**src/rtl/pht_update_sched.sv**
```systemverilog
// rtl/pht_update_sched.sv - single-port gshare PHT access scheduler (lookup, queued RMW update, init sweep)
module pht_update_sched #(
  parameter int SR_SIZE = 3,
  parameter int Q_DEPTH = 4
) (
  input  logic               clk,
  input  logic               reset_n,
  input  logic               flush_req,
  output logic               init_busy,
  input  logic               lu_valid,
  input  logic [SR_SIZE-1:0] lu_idx,
  output logic               lu_grant,
  output logic               lu_rsp_valid,
  output logic               lu_taken,
  input  logic               upd_valid,
  output logic               upd_ready,
  input  logic [SR_SIZE-1:0] upd_idx,
  input  logic               upd_taken,
  output logic               pht_en,
  output logic               pht_we,
  output logic [SR_SIZE-1:0] pht_addr,
  output logic [1:0]         pht_wdata,
  input  logic [1:0]         pht_rdata
);

  localparam int QW = $clog2(Q_DEPTH);
  localparam logic [QW:0] Q_FULL = (QW+1)'(Q_DEPTH);

  typedef enum logic [1:0] {S_INIT, S_IDLE, S_UPD_RD, S_UPD_WR} state_t;

  state_t             r_state;
  state_t             w_state_nxt;
  logic [SR_SIZE-1:0] r_sweep_ptr;
  logic [SR_SIZE-1:0] r_q_idx [Q_DEPTH];
  logic [Q_DEPTH-1:0] r_q_taken;
  logic [QW-1:0]      r_wr_ptr;
  logic [QW-1:0]      r_rd_ptr;
  logic [QW:0]        r_count;
  logic [SR_SIZE-1:0] r_hold_idx;
  logic               r_hold_taken;
  logic [1:0]         r_next_cnt;
  logic               r_lu_rsp_valid;

  logic               w_full;
  logic               w_empty;
  logic               w_push;
  logic               w_pop;
  logic [1:0]         w_sat;

  assign w_full       = (r_count == Q_FULL);
  assign w_empty      = (r_count == '0);
  assign upd_ready    = !w_full && (r_state != S_INIT);
  assign w_push       = upd_valid && upd_ready;
  assign init_busy    = (r_state == S_INIT);
  assign lu_rsp_valid = r_lu_rsp_valid;
  assign lu_taken     = pht_rdata[1];

  // 2-bit saturating counter step applied to the value read back in UPD_RD
  always_comb begin
    w_sat = pht_rdata;
    if (r_hold_taken) begin
      if (pht_rdata != 2'b11) w_sat = pht_rdata + 2'b01;
    end else begin
      if (pht_rdata != 2'b00) w_sat = pht_rdata - 2'b01;
    end
  end

  // Next-state and port decode; a full queue outranks lookups so updates cannot starve forever
  always_comb begin
    w_state_nxt = r_state;
    lu_grant    = 1'b0;
    w_pop       = 1'b0;
    pht_en      = 1'b0;
    pht_we      = 1'b0;
    pht_addr    = '0;
    pht_wdata   = 2'b00;
    case (r_state)
      S_INIT: begin
        pht_en    = 1'b1;
        pht_we    = 1'b1;
        pht_addr  = r_sweep_ptr;
        pht_wdata = 2'b01;
        if (&r_sweep_ptr) w_state_nxt = S_IDLE;
      end
      S_IDLE: begin
        if (w_full) begin
          w_pop       = 1'b1;
          pht_en      = 1'b1;
          pht_addr    = r_q_idx[r_rd_ptr];
          w_state_nxt = S_UPD_RD;
        end else if (lu_valid) begin
          lu_grant = 1'b1;
          pht_en   = 1'b1;
          pht_addr = lu_idx;
        end else if (!w_empty) begin
          w_pop       = 1'b1;
          pht_en      = 1'b1;
          pht_addr    = r_q_idx[r_rd_ptr];
          w_state_nxt = S_UPD_RD;
        end
      end
      S_UPD_RD: begin
        w_state_nxt = S_UPD_WR;
      end
      S_UPD_WR: begin
        // a flush in this cycle abandons the pending write
        pht_en      = !flush_req;
        pht_we      = !flush_req;
        pht_addr    = r_hold_idx;
        pht_wdata   = r_next_cnt;
        w_state_nxt = S_IDLE;
      end
      default: w_state_nxt = S_INIT;
    endcase
    if (flush_req) w_state_nxt = S_INIT;
  end

  // State register and init sweep pointer
  always_ff @(posedge clk or negedge reset_n) begin
    if (!reset_n) begin
      r_state     <= S_INIT;
      r_sweep_ptr <= '0;
    end else begin
      r_state <= w_state_nxt;
      if (flush_req)              r_sweep_ptr <= '0;
      else if (r_state == S_INIT) r_sweep_ptr <= r_sweep_ptr + 1'b1;
    end
  end

  // Update queue pointers and occupancy; flush discards everything queued
  always_ff @(posedge clk or negedge reset_n) begin
    if (!reset_n) begin
      r_wr_ptr <= '0;
      r_rd_ptr <= '0;
      r_count  <= '0;
    end else if (flush_req) begin
      r_wr_ptr <= '0;
      r_rd_ptr <= '0;
      r_count  <= '0;
    end else begin
      if (w_push) r_wr_ptr <= r_wr_ptr + 1'b1;
      if (w_pop)  r_rd_ptr <= r_rd_ptr + 1'b1;
      r_count <= r_count + {{QW{1'b0}}, w_push} - {{QW{1'b0}}, w_pop};
    end
  end

  // Update queue storage; contents are meaningless outside the valid window
  always_ff @(posedge clk) begin
    if (w_push) begin
      r_q_idx[r_wr_ptr]   <= upd_idx;
      r_q_taken[r_wr_ptr] <= upd_taken;
    end
  end

  // Holding registers for the in-flight read-modify-write and the lookup response flag
  always_ff @(posedge clk or negedge reset_n) begin
    if (!reset_n) begin
      r_hold_idx     <= '0;
      r_hold_taken   <= 1'b0;
      r_next_cnt     <= 2'b00;
      r_lu_rsp_valid <= 1'b0;
    end else begin
      r_lu_rsp_valid <= lu_grant;
      if (w_pop) begin
        r_hold_idx   <= r_q_idx[r_rd_ptr];
        r_hold_taken <= r_q_taken[r_rd_ptr];
      end
      if (r_state == S_UPD_RD) r_next_cnt <= w_sat;
    end
  end

endmodule

```
**config.mk**
```make
export PLATFORM = sky130hd
export DESIGN_NAME = pht_update_sched
export DESIGN_NICKNAME = d
export VERILOG_FILES = /design/src/rtl/pht_update_sched.sv
export SDC_FILE = /design/constraint.sdc
export NUM_CORES = 1
export LEC_CHECK = 0
export BUFFER_PORTS_ARGS = -buffer_cell sky130_fd_sc_hd__clkbuf_2
export CORE_MARGIN = 1
export CORE_UTILIZATION = 35
export DETAILED_ROUTE_END_ITERATION = 10
export PLACE_DENSITY = 0.57
export SLEW_MARGIN = 20
export SYNTH_ARGS = -nofsm -noshare
export SYNTH_HDL_FRONTEND = slang
export SYNTH_SLANG_ARGS = --single-unit
export TNS_END_PERCENT = 1
```
**constraint.sdc**
```tcl
create_clock -name clk -period 2.4 [get_ports clk]
set_input_delay 0.36 -clock clk [delete_from_list [all_inputs] [get_ports clk]]
set_output_delay 0.36 -clock clk [all_outputs]
set_load 0.005 [all_outputs]
```
==> results.md <==
- Syn Inst Count: 139
- Vias/cell: between 4 and 5
- Final Skew: around 12 ps
- Initial antenna violation count: 0
- Area leader, netlist: edfxtp_1
- Final period util: ~99%
- Max Buffers Root-to-Sink: 2
- Die width: approximately 73 um
- CTS Buf Count: 5
- FFs w/ async S/R, synth: 54.3%
- Fin util: 45.5%
- Worst r2r path cells: 11
- Synth warn: 0
- Total GRT Usage: 15.1%
- Post-route ant nets: 0
- Hpwl dp: between 2 and 3 mm
- DR vias: between 1000 and 1500
- Seq/Total Area, Yosys: 54.5%
- Synth top area cells: edfxtp_1 27%, dfrtp_1 27%, ha_1 8.6%
- Initial detailed-routing violation count: 28
- Core Area: 4790 um^2
- Fmax: between 0.4 and 0.5 GHz
- Routed wire length: 3.49 mm
- Share of layout cells above drive strength 1: 35.2%
- Die Ht: between 70 and 80 um
- Worst-Margin Slew: 512 ps
- CP Max Fanout: 2
- Maxcap violations: 0
- Fin crit period: 2370 ps
- Static leakage: 0.956 nW
- Main flop type after synthesis: dfrtp_1
- Buffers on Ports: 25
- Top cells by count, synth: 19 x dfrtp_1, 16 x edfxtp_1, 13 x inv_1
- Critical Path Start Type: flip-flop
- Area occupied by multi-input gates: ~740 um^2
- Grt total ovfl: 0
- Initial Util: 36.7%
- Vias in the first global route: 1197
- Synth top area share: between 20 and 30%
- Drc violations: 0
- Fill cells: between 400 and 500
- Syn nets: 166
- Worst hold margin: 27.0 ps
- CP Capture Type: flip-flop
- Min-delay worst type: primary input to async pin
- Nets: 205
- Row Count: 25
- Die Area: between 5000 and 6000 um^2
- Max VDD drop: 417 uV
- CP Class: flip-flop to flip-flop
- Count leader, synth: dfrtp_1
- CP arrival: 2540 ps
- Netlist cell types: 32
- Pins Over Slew Limit: 0
- Pwr dens: 887 nW/um^2
- ANT cells: 0
- Pre-antenna DRT Iters: 4
- IO Count: 26
- FF+latch area: between 900 and 1000 um^2
- Reg clk slew, reported paths: 80 ps
- Syn Area/Cell: 12.6 um^2
- H-tree levels: 2
- Hold Vio Cnt, Final: 0
- Area Overhead vs Synth: 24.0%
- Critical Path RT: 2570 ps
- Worst skew pair latency: 290 ps
- DR WL/cell: 14.2 um
- GPL Wtd Cong: 0.822
- Num Clock Sinks: 35
- RSZ-0062 raised after global routing: true
- Outcome: finished, final reports clean
- Root Driver: clkbuf_8
- EDFF count, synth: 16
- Largest net degree at the start of global routing: 20
- Slew headroom: 65.8%
- First-pass GRT wire length: 5.87 mm
- Final setup vio count: 0
- CTS tree: built
- Synth Register Bits: 35
- Mapped Area: about 1800 um^2
report_power, final:
part | internal (mW) | total, mW | switching [mW]
clock network | 0.309 | 0.520 | 0.212
registers | 0.727 | 0.798 | 0.0712
logic | 0.315 | 0.611 | 0.296
layout by cell type, fill, tap and decap left out, types with 2 or more instances in the layout:
master,n
clkbuf_2,25
dfrtp_1,18
edfxtp_1,16
buf_4,14
inv_1,13
nor2_1,11
ha_1,11
nand2_1,5
a21oi_1,5
and2_1,5
xnor2_1,5
o21ai_0,5
clkbuf_8,5
a22oi_1,4
mux4_2,4
mux2i_1,4
nand4_1,3
a31oi_1,3
nor2b_1,3
mux2_2,3
maj3_1,2
worst max-delay path: stages (launching register included):
cell     delay [ps]
dfrtp_1         390
buf_4           150
o41ai_4         410
a21oi_4          60
ha_1            290
inv_1            60
ha_1            130
inv_1            50
fa_2            350
xor2_2          160
xnor2_1         140
nor2_1           60
stage by stage:
| step | setup slack (ps) | setup TNS, ps | area (um^2) | std cells | total power [mW] |
|---|---|---|---|---|---|
| after floorplan | -82.9 | -82.9 | 1770 | 139 | 1.16 |
| after global placement | 80.9 | 0 | 2000 | 233 | 1.34 |
| after detailed placement | -37.3 | -37.3 | 2000 | 233 | 1.36 |
| after CTS | -20.7 | -20.7 | 2170 | 245 | 1.95 |
| after global routing | -102 | -102 | 2180 | 246 | 2.06 |
| final | 30.0 | 0 | 2180 | 246 | 1.93 |
cell families after synthesis:
| family | synth area share, % |
|---|---|
| xor gates and xnor gates | 3.00 |
| muxes | 9.34 |
| DFF | 54.5 |
| buffers and inverters | 4.64 |
| and+or+nand+nor | 9.06 |
| AOI/OAI and AO/OA | 8.63 |
| adders and majority gates | 10.8 |
final timing paths:
check	startpoint	endpoint	slack [ps]
worst max-delay path	r_count[0]$_DFF_PN0_	r_count[2]$_DFF_PN0_	30
worst min-delay path	reset_n	r_count[2]$_DFF_PN0_	30
worst max register to register	r_count[0]$_DFF_PN0_	r_count[2]$_DFF_PN0_	30
worst min register to register	r_next_cnt[1]$_DFFE_PN0N_	r_next_cnt[1]$_DFFE_PN0N_	510
max in group asynchronous	reset_n	r_count[1]$_DFF_PN0_	2010
min in group clk	upd_idx[1]	r_q_idx[3][1]$_DFFE_PP_	290
final cells by class:
cell class	count	area share [%]
clock buffer	5	3.16
clock inverter	3	2.01
inverter	13	2.24
multi-input combinational	84	34.2
sequential	35	44.0
tap	67	3.85
timing repair buffer	39	10.6
metal layers:
metal	GRT usage (%)	routed length (um)	vias up
met5	0	0	-
met2	24.1	1670	36
li1	-	-	563
met3	4.97	198	9
met1	19.1	1560	566
met4	5.88	64	0
flip-flops by register name, indices dropped and copies added (netlist names), 2 cells and up:
signal / cells
r_wr_ptr: 2
r_state: 2
r_count: 3
r_rd_ptr: 2
r_q_idx: 12
r_q_taken: 4
r_sweep_ptr: 3
r_next_cnt: 2
r_hold_idx: 3
repair_timing:
action | 4_1_cts | 5_1_grt
pin swaps | 1 | 2
gates resized for setup | 3 | 1
buffers inserted | 4 | 1
endpoints found under the hold margin | 0 | 0
hold buffers | 0 | 0
setup endpoints to repair | 1 | 2
Power figures use the tool's default switching activity.
